**config.mk**
```make
export PLATFORM = sky130hd
export DESIGN_NAME = imm_gen_pipe
export DESIGN_NICKNAME = d
export VERILOG_FILES = /design/src/rtl/imm_pkg.sv /design/src/rtl/imm_decode.sv /design/src/rtl/imm_gen_pipe.sv
export SDC_FILE = /design/constraint.sdc
export NUM_CORES = 1
export LEC_CHECK = 0
export ABC_AREA = 1
export CELL_PAD_IN_SITES_DETAIL_PLACEMENT = 0
export CELL_PAD_IN_SITES_GLOBAL_PLACEMENT = 1
export CORE_UTILIZATION = 35
export CTS_CLUSTER_SIZE = 12
export DETAILED_ROUTE_END_ITERATION = 6
export GPL_TIMING_DRIVEN = 0
export PLACE_DENSITY = 0.79
export SYNTH_ARGS = -nofsm -noshare
export SYNTH_HDL_FRONTEND = slang
export SYNTH_SLANG_ARGS = --single-unit
```
**constraint.sdc**
```tcl
create_clock -name clk -period 2.3 [get_ports clk]
set_input_delay 0.46 -clock clk [delete_from_list [all_inputs] [get_ports clk]]
set_output_delay 0.46 -clock clk [all_outputs]
set_load 0.1 [all_outputs]
```
**src/rtl/imm_pkg.sv**
```systemverilog
`default_nettype none
// ============================================================================
// Module      : imm_pkg
// Description : Shared types and constants for the RISC-V immediate generator.
//               Holds the 3-bit immediate format encoding and the width of
//               each raw immediate field before it is extended to XLEN.
// Revision    : 1.0 - initial release
// ============================================================================
package imm_pkg;

  typedef enum logic [2:0] {
    FMT_NONE  = 3'd0,
    FMT_I     = 3'd1,
    FMT_B     = 3'd2,
    FMT_U     = 3'd3,
    FMT_S     = 3'd4,
    FMT_J     = 3'd5,
    FMT_SHAMT = 3'd6,
    FMT_ZIMM  = 3'd7
  } imm_fmt_e;

  // Raw field widths, including the implicit zero LSB of B and J offsets
  localparam int c_IMM_W_I = 12;
  localparam int c_IMM_W_S = 12;
  localparam int c_IMM_W_B = 13;
  localparam int c_IMM_W_U = 32;
  localparam int c_IMM_W_J = 21;

endpackage
`default_nettype wire

```
**src/rtl/imm_decode.sv**
```systemverilog
`default_nettype none
// ============================================================================
// Module      : imm_decode
// Description : Combinational RISC-V immediate decoder. Extracts the immediate
//               field selected by fmt_i from instr_i and extends it to XLEN.
//               Format NONE yields zero and flags err_o.
// Ports       : instr_i - raw 32-bit instruction word
//               fmt_i   - immediate format code (see imm_fmt_e)
//               imm_o   - extended immediate, XLEN bits
//               err_o   - high when fmt_i is NONE
// Revision    : 1.0 - initial release
// ============================================================================
module imm_decode
  import imm_pkg::*;
#(
  parameter int XLEN = 64
) (
  input  logic [31:0]     instr_i,
  input  logic [2:0]      fmt_i,
  output logic [XLEN-1:0] imm_o,
  output logic            err_o
);

  // Signed field views; a sized cast of a signed value sign-extends
  logic signed [c_IMM_W_I-1:0] w_fld_i;
  logic signed [c_IMM_W_S-1:0] w_fld_s;
  logic signed [c_IMM_W_B-1:0] w_fld_b;
  logic signed [c_IMM_W_U-1:0] w_fld_u;
  logic signed [c_IMM_W_J-1:0] w_fld_j;

  assign w_fld_i = instr_i[31:20];
  assign w_fld_s = {instr_i[31:25], instr_i[11:7]};
  assign w_fld_b = {instr_i[31], instr_i[7], instr_i[30:25], instr_i[11:8], 1'b0};
  assign w_fld_u = {instr_i[31:12], 12'b0};
  assign w_fld_j = {instr_i[31], instr_i[19:12], instr_i[20], instr_i[30:21], 1'b0};

  always_comb begin
    imm_o = '0;
    err_o = 1'b0;
    case (imm_fmt_e'(fmt_i))
      FMT_I:     imm_o = XLEN'(w_fld_i);
      FMT_S:     imm_o = XLEN'(w_fld_s);
      FMT_B:     imm_o = XLEN'(w_fld_b);
      FMT_U:     imm_o = XLEN'(w_fld_u);
      FMT_J:     imm_o = XLEN'(w_fld_j);
      // RV64 shifts use a 6-bit amount, RV32 a 5-bit one
      FMT_SHAMT: imm_o = (XLEN == 64) ? XLEN'(instr_i[25:20]) : XLEN'(instr_i[24:20]);
      FMT_ZIMM:  imm_o = XLEN'(instr_i[19:15]);
      default: begin
        imm_o = '0;
        err_o = 1'b1;
      end
    endcase
  end

endmodule
`default_nettype wire

```
**src/rtl/imm_gen_pipe.sv**
```systemverilog
`default_nettype none
// ============================================================================
// Module      : imm_gen_pipe
// Description : Buffered immediate generator. Decodes the instruction
//               immediate combinationally and stores it, with a tag, in a
//               DEPTH-entry queue with valid/ready handshakes on both sides.
//               flush clears the queue for branch redirects.
// Ports       : clk, reset (async, active-low), flush (sync clear)
//               in_valid/in_ready, instr, fmt, in_tag  - producer side
//               out_valid/out_ready, imm, out_tag,
//               out_err                                - consumer side (head)
//               count                                  - queue occupancy
// Revision    : 1.0 - initial release
// ============================================================================
module imm_gen_pipe
  import imm_pkg::*;
#(
  parameter int XLEN  = 64,
  parameter int DEPTH = 2,
  parameter int TAG_W = 4
) (
  input  logic                       clk,
  input  logic                       reset,
  input  logic                       flush,
  input  logic                       in_valid,
  output logic                       in_ready,
  input  logic [31:0]                instr,
  input  logic [2:0]                 fmt,
  input  logic [TAG_W-1:0]           in_tag,
  output logic                       out_valid,
  input  logic                       out_ready,
  output logic [XLEN-1:0]            imm,
  output logic [TAG_W-1:0]           out_tag,
  output logic                       out_err,
  output logic [$clog2(DEPTH+1)-1:0] count
);

  localparam int PTR_W = (DEPTH > 1) ? $clog2(DEPTH) : 1;
  localparam int CNT_W = $clog2(DEPTH + 1);

  logic [XLEN-1:0]  mem_imm_q [DEPTH];
  logic [TAG_W-1:0] mem_tag_q [DEPTH];
  logic             mem_err_q [DEPTH];
  logic [PTR_W-1:0] wr_ptr_q, wr_ptr_d;
  logic [PTR_W-1:0] rd_ptr_q, rd_ptr_d;
  logic [CNT_W-1:0] count_q, count_d;
  logic [XLEN-1:0]  imm_q, imm_d;
  logic [TAG_W-1:0] tag_q, tag_d;
  logic             err_q, err_d;

  logic [XLEN-1:0]  dec_imm;
  logic             dec_err;
  logic             push, pop;
  logic [PTR_W-1:0] wr_ptr_inc, rd_ptr_inc;

  imm_decode #(.XLEN(XLEN)) u_decode (
    .instr_i (instr),
    .fmt_i   (fmt),
    .imm_o   (dec_imm),
    .err_o   (dec_err)
  );

  assign out_valid = (count_q != '0);
  assign in_ready  = (count_q < CNT_W'(DEPTH)) | (out_valid & out_ready);
  assign imm       = imm_q;
  assign out_tag   = tag_q;
  assign out_err   = err_q;
  assign count     = count_q;

  // flush overrides both sides of the handshake
  assign push = in_valid & in_ready & ~flush;
  assign pop  = out_valid & out_ready & ~flush;

  // Explicit wrap: DEPTH need not be a power of two
  assign wr_ptr_inc = (wr_ptr_q == PTR_W'(DEPTH - 1)) ? '0 : wr_ptr_q + 1'b1;
  assign rd_ptr_inc = (rd_ptr_q == PTR_W'(DEPTH - 1)) ? '0 : rd_ptr_q + 1'b1;

  always_comb begin
    wr_ptr_d = wr_ptr_q;
    rd_ptr_d = rd_ptr_q;
    count_d  = count_q;
    imm_d    = imm_q;
    tag_d    = tag_q;
    err_d    = err_q;

    if (flush) begin
      wr_ptr_d = '0;
      rd_ptr_d = '0;
      count_d  = '0;
    end else begin
      if (push) wr_ptr_d = wr_ptr_inc;
      if (pop)  rd_ptr_d = rd_ptr_inc;
      count_d = count_q + CNT_W'(push) - CNT_W'(pop);

      // The head registers only change when a new entry becomes the head;
      // when the queue drains they keep showing the last entry.
      if ((count_d != '0) && (pop || (count_q == '0))) begin
        if (push && (wr_ptr_q == rd_ptr_d)) begin
          imm_d = dec_imm;
          tag_d = in_tag;
          err_d = dec_err;
        end else begin
          imm_d = mem_imm_q[rd_ptr_d];
          tag_d = mem_tag_q[rd_ptr_d];
          err_d = mem_err_q[rd_ptr_d];
        end
      end
    end
  end

  always_ff @(posedge clk or negedge reset) begin
    if (!reset) begin
      wr_ptr_q <= '0;
      rd_ptr_q <= '0;
      count_q  <= '0;
      imm_q    <= '0;
      tag_q    <= '0;
      err_q    <= 1'b0;
      for (int i = 0; i < DEPTH; i++) begin
        mem_imm_q[i] <= '0;
        mem_tag_q[i] <= '0;
        mem_err_q[i] <= 1'b0;
      end
    end else begin
      wr_ptr_q <= wr_ptr_d;
      rd_ptr_q <= rd_ptr_d;
      count_q  <= count_d;
      imm_q    <= imm_d;
      tag_q    <= tag_d;
      err_q    <= err_d;
      if (push) begin
        mem_imm_q[wr_ptr_q] <= dec_imm;
        mem_tag_q[wr_ptr_q] <= in_tag;
        mem_err_q[wr_ptr_q] <= dec_err;
      end
    end
  end

endmodule
`default_nettype wire
```
==> impl_metrics.env <==
export IMPL_start_util=0.358
export IMPL_violations="setup timing"
export IMPL_reg2reg_setup_slack_ns=-0.18
export IMPL_critPathLaunch="count[1]"
export IMPL_wl_mm=17.0
export IMPL_avgRoutedWirePerCell_um=14.2
export IMPL_netlist_area_um2=6220
export IMPL_async_reset_ff_frac=1.00
export IMPL_fp_dieW_um=135
export IMPL_via_per_inst=4.71
export IMPL_nFillCells=1717
export IMPL_syn_num_nets=863
export IMPL_max_slew_margin=0.352
export IMPL_hold_viol_final=0
export IMPL_max_cap_violations=0
export IMPL_cp_data_arrival_time_ns=2.84
export IMPL_path_max_fanout=2
export IMPL_htree_levels=4
export IMPL_grtUsageTotal=0.201
export IMPL_synthTopCellsByArea="dfrtp_1 (46%), nand2_1 (19%), nand3_1 (7.1%)"
export IMPL_first_pass_iters=5
export IMPL_core_area_um2=17400
export IMPL_period_needed_ns=2.48
export IMPL_insertedDiodeCount=0
export IMPL_path_clk_slew_ns=0.05
export IMPL_fin_skew_ns=0.00784
export IMPL_synthTopCellsByCount="nand2_1 (308), dfrtp_1 (115), nand3_1 (88), o21ai_1 (59), inv_1 (56)"
export IMPL_path_class="flip-flop to flip-flop"
export IMPL_drive_above_1_share=0.233
export IMPL_hold_ws_ns=0.464
export IMPL_multi_input_area_um2=2760
export IMPL_dpl_hpwl_mm=11.9
export IMPL_yosysSeqAreaShare=0.463
export IMPL_nets=1013
export IMPL_die_area_um2=18300
export IMPL_crit_end="count[1]"
export IMPL_cts_tree="done"
export IMPL_antenna_found_initial=0
export IMPL_cp_start_kind="flip-flop"
export IMPL_fin_ws_ns=-0.182
export IMPL_status="finished with violations"
export IMPL_pre_cts_slack_ns=-0.835
export IMPL_rows=48
export IMPL_synthFlopType="dfrtp_1"
export IMPL_root_buffer="clkbuf_16"
export IMPL_grt_pass1_wl_mm=28.6
export IMPL_cts_sinks=115
export IMPL_io_pins=117
export IMPL_drcViolationCount=0
export IMPL_synth_distinct_cells=28
export IMPL_yosysMostFrequentCell="nand2_1"
export IMPL_synth_seq_cells=115
export IMPL_netlist_instances=817
export IMPL_slew_violations=0
export IMPL_endpoint_kind="flip-flop"
export IMPL_timing_rr_start="count[1]"
export IMPL_clk_latency_ns=0.41
export IMPL_overflow=0
export IMPL_vias=5642
export IMPL_rsz0062_at_grt="yes"
export IMPL_initialDrtViolationCount=336
export IMPL_yosysWarnings=0
export IMPL_gp_congestion=0.801
export IMPL_port_buffer_count=107
export IMPL_ff2ff_path_depth=18
export IMPL_seqCellArea_um2=2890
export IMPL_cts_made_buffers=17
export IMPL_setup_viol=38
export IMPL_synth_edf_count=0
export IMPL_finalPower_mw=13.2
export IMPL_grt_pass1_vias=5608
export IMPL_netlist_area_leader_share=0.463
export IMPL_post_route_period_util=1.08
export IMPL_fmax_mhz=403
export IMPL_stdcell_count=1198
export IMPL_cp_data_required_time_ns=2.65
export IMPL_dp_cells=1150
export IMPL_leakage_nw=4.31
export IMPL_fp_dieH_um=135
export IMPL_clk_path_buf_depth=2
export IMPL_hp_start="out_tag[0]"
export IMPL_ir_drop_uv=1510
export IMPL_timing_rr_end="count[1]"
export IMPL_p_per_area_nw_per_um2=1530
export IMPL_grt_max_degree=69
export IMPL_worst_pin_slew_ns=0.976
export IMPL_syn_to_final_growth_pct=39.4
export IMPL_tns_ns=-5.61
export IMPL_hold_class="flip-flop to flip-flop"
export IMPL_syn_avg_cell_area_um2=7.61
export IMPL_final_antenna_net_count=0
export IMPL_synth_top_area_cell="dfrtp_1"
[layer usage]
layer / track usage / wire length (um) / up-vias / share of wire
li1: - / - / 2855 / -
met1: 0.280 / 8200 / 2608 / 0.48
met2: 0.302 / 7410 / 157 / 0.44
met3: 0.0430 / 1010 / 22 / 0.060
met4: 0.0836 / 368 / 0 / 0.022
met5: 0 / 0 / - / 0
[sequential cells by signal, summed over array words and instances (netlist names), 2 cells and up]
| signal | cells |
|---|---|
| mem_tag_q | 8 |
| imm | 32 |
| mem_imm_q | 64 |
| count | 2 |
| out_tag | 4 |
| mem_err_q | 2 |
[critical path, cell delays in order, from the launching register on]
cell	delay, ns
dfrtp_4	0.49
inv_4	0.06
or2_4	0.12
nand2_4	0.07
nor2_8	0.13
inv_6	0.04
ha_4	0.25
inv_2	0.04
ha_4	0.15
xor2_1	0.13
nand2_1	0.07
nand3_2	0.09
buf_4	0.15
buf_4	0.12
buf_4	0.12
buf_4	0.12
buf_4	0.12
buf_4	0.12
inv_1	0.04
[power by group]
part	internal, mW	switching, mW	total [mW]
clock	1.44	0.833	2.27
sequential	2.65	0.361	3.01
combinational	1.93	6.03	7.96
total	6.02	7.22	13.2
[cells in the final DEF (no fill, tap or decap), types with 31 or more instances in the layout]
master             n
inv_1             51
clkdlybuf4s15_2   34
dlygate4sd2_1     40
o21ai_0           47
dfrtp_1          112
clkdlybuf4s50_1   31
o21ai_1           59
nand3_1           57
nor2_1            31
buf_4             58
nand2_1          303
[cell type report]
cell class / count / area share
clock inverter: 1 / 0.000577
multi-input combinational: 563 / 0.318
timing repair buffer: 131 / 0.156
sequential: 115 / 0.333
clock buffer: 24 / 0.0567
tap: 225 / 0.0325
inverter: 62 / 0.0280
buffer: 77 / 0.0756
[repair_timing]
| item | in CTS | in global routing |
|---|---|---|
| pin swaps | 50 | 20 |
| endpoints found under the hold margin | 1 | 0 |
| buffers inserted | 18 | 2 |
| hold buffers | 1 | 0 |
| endpoints found under the setup margin | 110 | 39 |
| gates cloned | 2 | 1 |
| resized for setup | 181 | 21 |
[logic make-up (layout without fill, tap and decap cells)]
logic type	Yosys count	count (layout)	share of synthesized area
adders and majority gates	2	2	0.00402
and+or+nand+nor	444	444	0.301
xor gates and xnor gates	2	2	0.00282
DFF	115	115	0.463
AOI/OAI and AO/OA	115	115	0.0959
buffers and inverters	139	295	0.133
[how the worst min path moves through the flow]
stage / end / cells past startpoint
detailed placement: imm[21] / 1
finish: out_tag[0] / 2
floorplan: count[0] / 0
CTS: imm[28] / 2
global placement: imm[10] / 2
global route: imm[14] / 2
[per-stage QoR]
| step | instance area, um2 | util |
|---|---|---|
| after floorplan | 6310 | - |
| after global routing | 8670 | 0.500 |
| after global placement | 7660 | 0.441 |
| after detailed placement | 7690 | 0.443 |
| after CTS | 8570 | 0.494 |
| final | 8670 | 0.500 |
No activity file was read; power rests on OpenSTA's default activity.
